File: src/rtl/muldiv_seq.sv
// rtl/muldiv_seq.sv - sequential signed 32x32 multiply / 32/32 divide unit with HI/LO results
// One shift-add or restoring shift-subtract step per cycle on operand magnitudes, sign fixed at the end.
module muldiv_seq #(
  parameter int WIDTH = 32
) (
  input  logic             clock,
  input  logic             reset,
  input  logic             start,
  input  logic             op,
  input  logic [WIDTH-1:0] a,
  input  logic [WIDTH-1:0] b,
  output logic             busy,
  output logic             done,
  output logic             div_zero,
  output logic [WIDTH-1:0] hi,
  output logic [WIDTH-1:0] lo
);

  typedef enum logic [1:0] {IDLE, CALC, FIX, DONE} stateType;

  localparam logic [4:0] lastCount = 5'(WIDTH - 1);

  stateType state, nextState;

  logic               opReg;
  logic               signA;
  logic               signB;
  logic               divZeroReg;
  logic [4:0]         count;
  logic [WIDTH-1:0]   magB;
  logic [2*WIDTH-1:0] acc;

  logic [WIDTH-1:0]   absA;
  logic [WIDTH-1:0]   absB;
  logic               isDivZero;
  logic [WIDTH:0]     addSum;
  logic [2*WIDTH-1:0] shifted;
  logic [WIDTH:0]     diff;
  logic [2*WIDTH-1:0] iterNext;
  logic [2*WIDTH-1:0] negAcc;
  logic [WIDTH-1:0]   negRem;
  logic [WIDTH-1:0]   negQuo;
  logic [WIDTH-1:0]   fixHi;
  logic [WIDTH-1:0]   fixLo;

  always_ff @(posedge clock) begin
    if (reset) begin
      state <= IDLE;
    end else begin
      state <= nextState;
    end
  end

  always_comb begin
    nextState = state;
    busy      = (state != IDLE);
    done      = (state == DONE);
    div_zero  = (state == DONE) && divZeroReg;
    case (state)
      IDLE:    if (start) nextState = isDivZero ? DONE : CALC;
      CALC:    if (count == lastCount) nextState = FIX;
      FIX:     nextState = DONE;
      DONE:    nextState = IDLE;
      default: nextState = IDLE;
    endcase
  end

  always_comb begin
    absA      = a[WIDTH-1] ? -a : a;
    absB      = b[WIDTH-1] ? -b : b;
    isDivZero = op && (b == '0);

    // Multiply: acc = {partial, multiplier}; add on LSB then shift right.
    addSum = {1'b0, acc[2*WIDTH-1:WIDTH]} + (acc[0] ? {1'b0, magB} : '0);

    // Divide: acc = {remainder, dividend/quotient}; shift left, keep the subtract if it didn't borrow.
    shifted = {acc[2*WIDTH-2:0], 1'b0};
    diff    = {1'b0, shifted[2*WIDTH-1:WIDTH]} - {1'b0, magB};

    if (opReg) begin
      iterNext = diff[WIDTH] ? shifted : {diff[WIDTH-1:0], shifted[WIDTH-1:1], 1'b1};
    end else begin
      iterNext = {addSum, acc[WIDTH-1:1]};
    end

    negAcc = -acc;
    negRem = -acc[2*WIDTH-1:WIDTH];
    negQuo = -acc[WIDTH-1:0];
    if (opReg) begin
      fixHi = signA ? negRem : acc[2*WIDTH-1:WIDTH];
      fixLo = (signA ^ signB) ? negQuo : acc[WIDTH-1:0];
    end else begin
      {fixHi, fixLo} = (signA ^ signB) ? negAcc : acc;
    end
  end

  always_ff @(posedge clock) begin
    if (reset) begin
      opReg      <= 1'b0;
      signA      <= 1'b0;
      signB      <= 1'b0;
      divZeroReg <= 1'b0;
      count      <= '0;
      magB       <= '0;
      acc        <= '0;
      hi         <= '0;
      lo         <= '0;
    end else begin
      case (state)
        IDLE: begin
          if (start) begin
            opReg      <= op;
            signA      <= a[WIDTH-1];
            signB      <= b[WIDTH-1];
            divZeroReg <= isDivZero;
            magB       <= absB;
            acc        <= {{WIDTH{1'b0}}, absA};
            count      <= '0;
          end
        end
        CALC: begin
          acc   <= iterNext;
          count <= count + 5'd1;
        end
        FIX: begin
          hi <= fixHi;
          lo <= fixLo;
        end
        default: ;
      endcase
    end
  end

endmodule

File: config.mk
export PLATFORM = sky130hd
export DESIGN_NAME = muldiv_seq
export DESIGN_NICKNAME = d
export VERILOG_FILES = /design/src/rtl/muldiv_seq.sv
export SDC_FILE = /design/constraint.sdc
export NUM_CORES = 1
export LEC_CHECK = 0
export CAP_MARGIN = 30
export CORE_MARGIN = 2
export CORE_UTILIZATION = 60
export DETAILED_ROUTE_END_ITERATION = 7
export PLACE_DENSITY = 0.89
export SLEW_MARGIN = 10
export SYNTH_ARGS = -nofsm -noshare
export SYNTH_HDL_FRONTEND = slang
export SYNTH_SLANG_ARGS = --single-unit
File: constraint.sdc
create_clock -name clock -period 10.5 [get_ports clock]
set_input_delay 2.625 -clock clock [delete_from_list [all_inputs] [get_ports clock]]
set_output_delay 2.625 -clock clock [all_outputs]
set_load 0.01 [all_outputs]
==> results.ini, run 1 <==
[status]
status=finished clean

[sta]
grt_setup_unrepaired=no
slew_headroom_pct=31.8
period_needed_ns=5.37
finalSetupViolations=0
fin_skew_ns=0.0151
hold_viol=0
tightest_slew_ns=0.998
max_freq_mhz=186
setup_tns_ns=0
maxSlewViolCount=0
fin_crit_sh_pct=51.2

[logic_synthesis]
syn-num-nets=1963
yosys_warnings=0
ys_ff_latch=171
async_flop_share_pct=0
yosysUniqueCellTypes=83
netlist_area_mm2=0.0136
ys.flop_type=dfxtp_1
ys_top_cells_by_area=dfxtp_1, ha_1, nor2_1
synth_area_leader_cell=dfxtp_1
postSynthCellCount=1818
synth_edf_count=0
synth-seq-area-share_pct=25.2
yosysTopAreaCellShare_pct=25.2
avgSynthCellArea_um2=7.47

[clocking]
hold_buffers=0
clkSinkCount=171
cts.clk_slew.worst_paths_ns=0.07
cts_resized=0
cts_setup_buffers=0
numCtsBuffers=17
cts-root-buf=clkbuf_16
clk_latency_ns=0.44
cts_buffer_depth=2
cts-htree-levels=4
cts_tree=done

[hold_path]
hold_path.class=reg2reg

[pwr]
post-layout-total-power_mw=3.69
cellPowerDensity_mw_per_mm2=236
ir_drop_v=0.000152
p_leak_nw=5.94

[setup_path]
crit_fanout=6
cp.arrival_ns=5.73
cp-end-kind=flip-flop
required_ns=10.86
worstSetupStartpointType=input port
criticalPathCategory=in2reg

[placement]
place_hpwl_um=30900
place.gp.congestion=0.997
portBuffers=134
placed_area_mm2=0.0150

[global_routing]
first_global_vias=13088
grt_overflow_total=0
antenna_found_initial=0
grt_pass1_wl_um=66800
grt_usage_pct=34.2
grt_max_degree=108

[final_layout]
final_area_mm2=0.0156
seqCellArea_mm2=0.00342
finalNetCount=2016
fill_cells=1805
area.growth.synth_to_final_pct=15.1
drive_gt1_share_pct=4.51
antenna_cells=0
multi_input_area_mm2=0.00946

[routing]
drc=0
avgViaCountPerCell=6.51
num_vias=14115
antenna_left=0
initialDrtViolationCount=1420
postRouteWirelength_um=41800
drt-pass1-iter-count=6
routedWlPerCell_um=19.3

[run]
max-cap-violations=0

[die]
core_area_mm2=0.0224
pin_count=135
die_height_um=154
die_w_um=154
rows=55
die_area_mm2=0.0238
start_util_pct=60.5

[flip-flops by register name, summed over array words and instances (netlist names)]
| signal | cells |
|---|---|
| acc | 64 |
| hi | 32 |
| lo | 32 |
| magB | 32 |
| count | 5 |
| state | 2 |
| divZeroReg | 1 |
| opReg | 1 |
| signA | 1 |
| signB | 1 |
[worst max-delay path, stage by stage]
cell and delay (ns):
clkdlybuf4s50_1 0.47, nor3_1 0.55, nand4_1 0.29, or3_1 0.47, or3_1 0.44, nor4bb_1 0.49
mux2i_1 0.15, a211oi_1 0.23
[placed cells by master, fill, tap and decap left out, types with 29 or more instances in the layout]
cell,n
nor2_1,236
nand2_1,182
dfxtp_1,170
a21oi_1,142
clkdlybuf4s50_1,133
o21ai_0,104
a211oi_1,90
xnor2_1,83
xor2_1,82
ha_1,73
inv_1,67
mux2i_1,47
nor3_1,35
o31ai_1,32
nand3_1,31
o211ai_1,29
[worst paths after layout]
check,slack (ns),from,to,depth (start not counted)
worst max-delay path,5.13,b[2],state[1],8
worst min-delay path,0.48,divZeroReg,divZeroReg,2
worst max register to register,5.96,acc[0],acc[60],13
worst min register to register,0.48,divZeroReg,divZeroReg,2
[metal layers]
metal	global-route usage [%]	part of all wire [%]	wire [um]
met1	46.7	43	17800
met2	53.8	45	18600
met5	0	0	0
met3	6.61	9.3	3870
met4	12.9	3.6	1490
[report_power, final]
| group | internal (mW) | switching [mW] |
|---|---|---|
| combinational | 0.803 | 1.14 |
| sequential | 0.841 | 0.241 |
| clock | 0.364 | 0.298 |
[cell families (layout without fill, tap and decap cells)]
kind of cell | count (synthesis) | after routing | synth area share [%]
flip-flops | 171 | 171 | 25.2
buffers and inverters | 185 | 251 | 5.39
AND/OR/NAND/NOR | 621 | 621 | 21.3
multiplexers | 48 | 48 | 3.55
adder cells (fa/ha/maj) | 77 | 77 | 7.21
XOR/XNOR | 165 | 165 | 10.6
AO/OA/AOI/OAI | 551 | 551 | 26.7
[cell usage after synthesis, drive strengths merged, types with 23 or more instances]
master    n
o31ai    32
nand2   182
xor2     82
nor3     35
inv      67
clkbuf   96
o21ai   106
a21oi   145
ha       75
o211ai   29
nor2    237
a22oi    23
dfxtp   171
a211oi   92
xnor2    83
a21o     23
nand3    32
mux2i    47
[cell type report]
type	instances	share of cell area [%]
Clock inverter	13	1.00
Clock buffer	19	2.83
Tap cell	285	2.28
Sequential cell	171	21.9
Inverter	67	1.61
Timing Repair Buffer	152	9.84
Multi-Input combinational cell	1462	60.5
[metrics by stage]
stage               utilization, %  setup slack (ns)  instances  hold WS, ns
finish                        69.7              5.13       2169        0.482
global route                  69.7              4.90       2169        0.502
CTS                           69.4              5.10       2166        0.484
detailed placement            66.7              4.67       2134        0.471
global placement              66.5              4.82       2132        0.466
floorplan                        -              5.71       1818        0.432
(Power assumes the default switching activity.)
==> inputs of run 2 (changes only) <==
CORE_UTILIZATION = 59   (was 60)
PLACE_DENSITY = 0.88   (was 0.89)
clock period = 5.6 ns   (was 10.5 ns; I/O delays follow)
==> run 2 against run 1 <==
Sequential power is 88% higher. Core utilization is 0.53 points lower. Cell count is 0.18% higher. First-iteration DRC count is 5.6% lower. Highest routed layer unchanged.
==> results.ini, run 2 (synthesis results as in run 1) <==
[global_routing]
grt_pass1_wl_um=65900  ; was 66800 um
grt_max_degree=108  ; unchanged
grt_usage_pct=33.7  ; was 34.2%
antenna_found_initial=0  ; unchanged
first_global_vias=12689  ; was 13088
grt_overflow_total=0  ; unchanged

[setup_path]
worstSetupStartpointType=flip-flop  ; was input port
cp.arrival_ns=4.41  ; was 5.73 ns
regToRegStartpoint=acc[0]  ; unchanged
crit_fanout=19  ; was 6
criticalPathCategory=reg2reg  ; was in2reg
required_ns=5.93  ; was 10.86 ns
rrSetupSlack_ns=1.51  ; was 5.96 ns
setup.worst_path.start=acc[0]  ; was b[2]
cp-end-kind=flip-flop  ; unchanged

[sta]
tightest_slew_ns=1.01  ; was 0.998 ns
finalSetupViolations=0  ; unchanged
worst_slack_ns=1.51  ; was 5.13 ns
fin_crit_sh_pct=73.0
setup_tns_ns=0  ; unchanged
period_needed_ns=4.09
slew_headroom_pct=32.7  ; was 31.8%
grt_setup_unrepaired=no  ; unchanged
hold_viol=0  ; unchanged
max_freq_mhz=245
maxSlewViolCount=0  ; unchanged
fin_skew_ns=0.0114  ; was 0.0151 ns
hold_ws_ns=0.489  ; was 0.482 ns

[routing]
num_vias=13957  ; was 14115
avgViaCountPerCell=6.42  ; was 6.51
antenna_left=0  ; unchanged
drc=0  ; unchanged
postRouteWirelength_um=41900  ; was 41800 um
initialDrtViolationCount=1340  ; was 1420
drt-pass1-iter-count=8  ; was 6
routedWlPerCell_um=19.3  ; about the same

[die]
die_w_um=156  ; was 154 um
start_util_pct=59.9  ; was 60.5%
rows=55  ; unchanged
pin_count=135  ; unchanged
die_area_mm2=0.0242  ; was 0.0238 mm^2
die_height_um=156  ; was 154 um
core_area_mm2=0.0226  ; was 0.0224 mm^2

[placement]
place_hpwl_um=31200  ; was 30900 um
place.gp.congestion=0.999  ; was 0.997
portBuffers=134  ; unchanged
dp_cells=2137  ; was 2134
placed_area_mm2=0.0150  ; about the same
dp_slack_ns=1.05  ; was 4.67 ns

[final_layout]
final_core_util_pct=69.1  ; was 69.7%
layout.cells.non_filler=2173  ; was 2169
area.growth.synth_to_final_pct=15.3  ; was 15.1%
top_register=acc  ; unchanged
antenna_cells=0  ; unchanged
layout.cells.most_common_list=nor2_1, nand2_1, dfxtp_1  ; unchanged
finalNetCount=2020  ; was 2016
largest_reg_flops=64  ; unchanged
final_area_mm2=0.0157  ; was 0.0156 mm^2
final_common_cell=nor2_1  ; unchanged
drive_gt1_share_pct=4.77  ; was 4.51%

[status]
status=finished clean  ; unchanged

[clocking]
clkSinkCount=171  ; unchanged
cts_buffer_depth=2  ; unchanged
hold_buffers=0  ; unchanged
cts-root-buf=clkbuf_16  ; unchanged
cts-htree-levels=4  ; unchanged
cts_setup_buffers=0  ; unchanged
cts.clk_slew.worst_paths_ns=0.07  ; about the same
cts_resized=0  ; unchanged
cts_tree=done  ; unchanged
clk_latency_ns=0.44  ; about the same
numCtsBuffers=17  ; unchanged

[pwr]
p_leak_nw=5.96  ; was 5.94 nW
cellPowerDensity_mw_per_mm2=440  ; was 236 mW/mm^2
ir_drop_v=0.000441  ; was 0.000152 V
post-layout-total-power_mw=6.88  ; was 3.69 mW

[hold_path]
min_from=hi[20]  ; was divZeroReg
hold_path.class=reg2reg  ; unchanged

[run]
max-cap-violations=0  ; unchanged

==> run 2: changes by cell type in the layout (fill, tap and decap cells not counted), sizes merged <==
cell | previous run | this run
buf | 19 | 23
clkinv | 3 | 7
clkinvlp | 2 | 1
clkbuf | 19 | 17
bufinv | 2 | 1
==> run 2: routing by layer <==
layer	global-route usage [%]	wire length [um]	part of all wire (%)	vias up
li1	-	-	-	6686
met3	5.64	3630	8.6	77
met4	11.0	1230	2.9	0
met5	0	0	0	-
met2	52.5	18600	44	676
met1	47.3	18500	44	6518
==> run 2: layout make-up <==
class / instances / area (um^2)
sequential: 171 / 3420
clock inverter: 15 / 180
tap: 285 / 357
multi-input combinational: 1462 / 9460
clock buffer: 17 / 425
timing repair buffer: 156 / 1560
inverter: 67 / 251
fill: 1848 / 6990
==> run 2: worst max-delay path, stage by stage, from the launching register on <==
cell	delay (ns)
dfxtp_1	0.54
inv_1	0.10
buf_4	0.22
nor2_1	0.13
ha_1	0.31
a21o_1	0.23
a21o_1	0.18
a221oi_1	0.76
nor4b_1	0.14
a211oi_1	0.31
o21bai_1	0.15
a221o_1	0.42
and3_1	0.21
a211o_1	0.28
==> run 2: report_power, final <==
| part | internal (mW) | total [mW] | switching [mW] |
|---|---|---|---|
| clock | 0.640 | 1.23 | 0.589 |
| combinational | 1.50 | 3.62 | 2.12 |
| sequential | 1.58 | 2.03 | 0.452 |
==> run 2: final timing paths <==
kind,endpoint,cells after the start
min reg2reg,hi[20],2
min,hi[20],2
max,acc[60],13
max reg2reg,acc[60],13
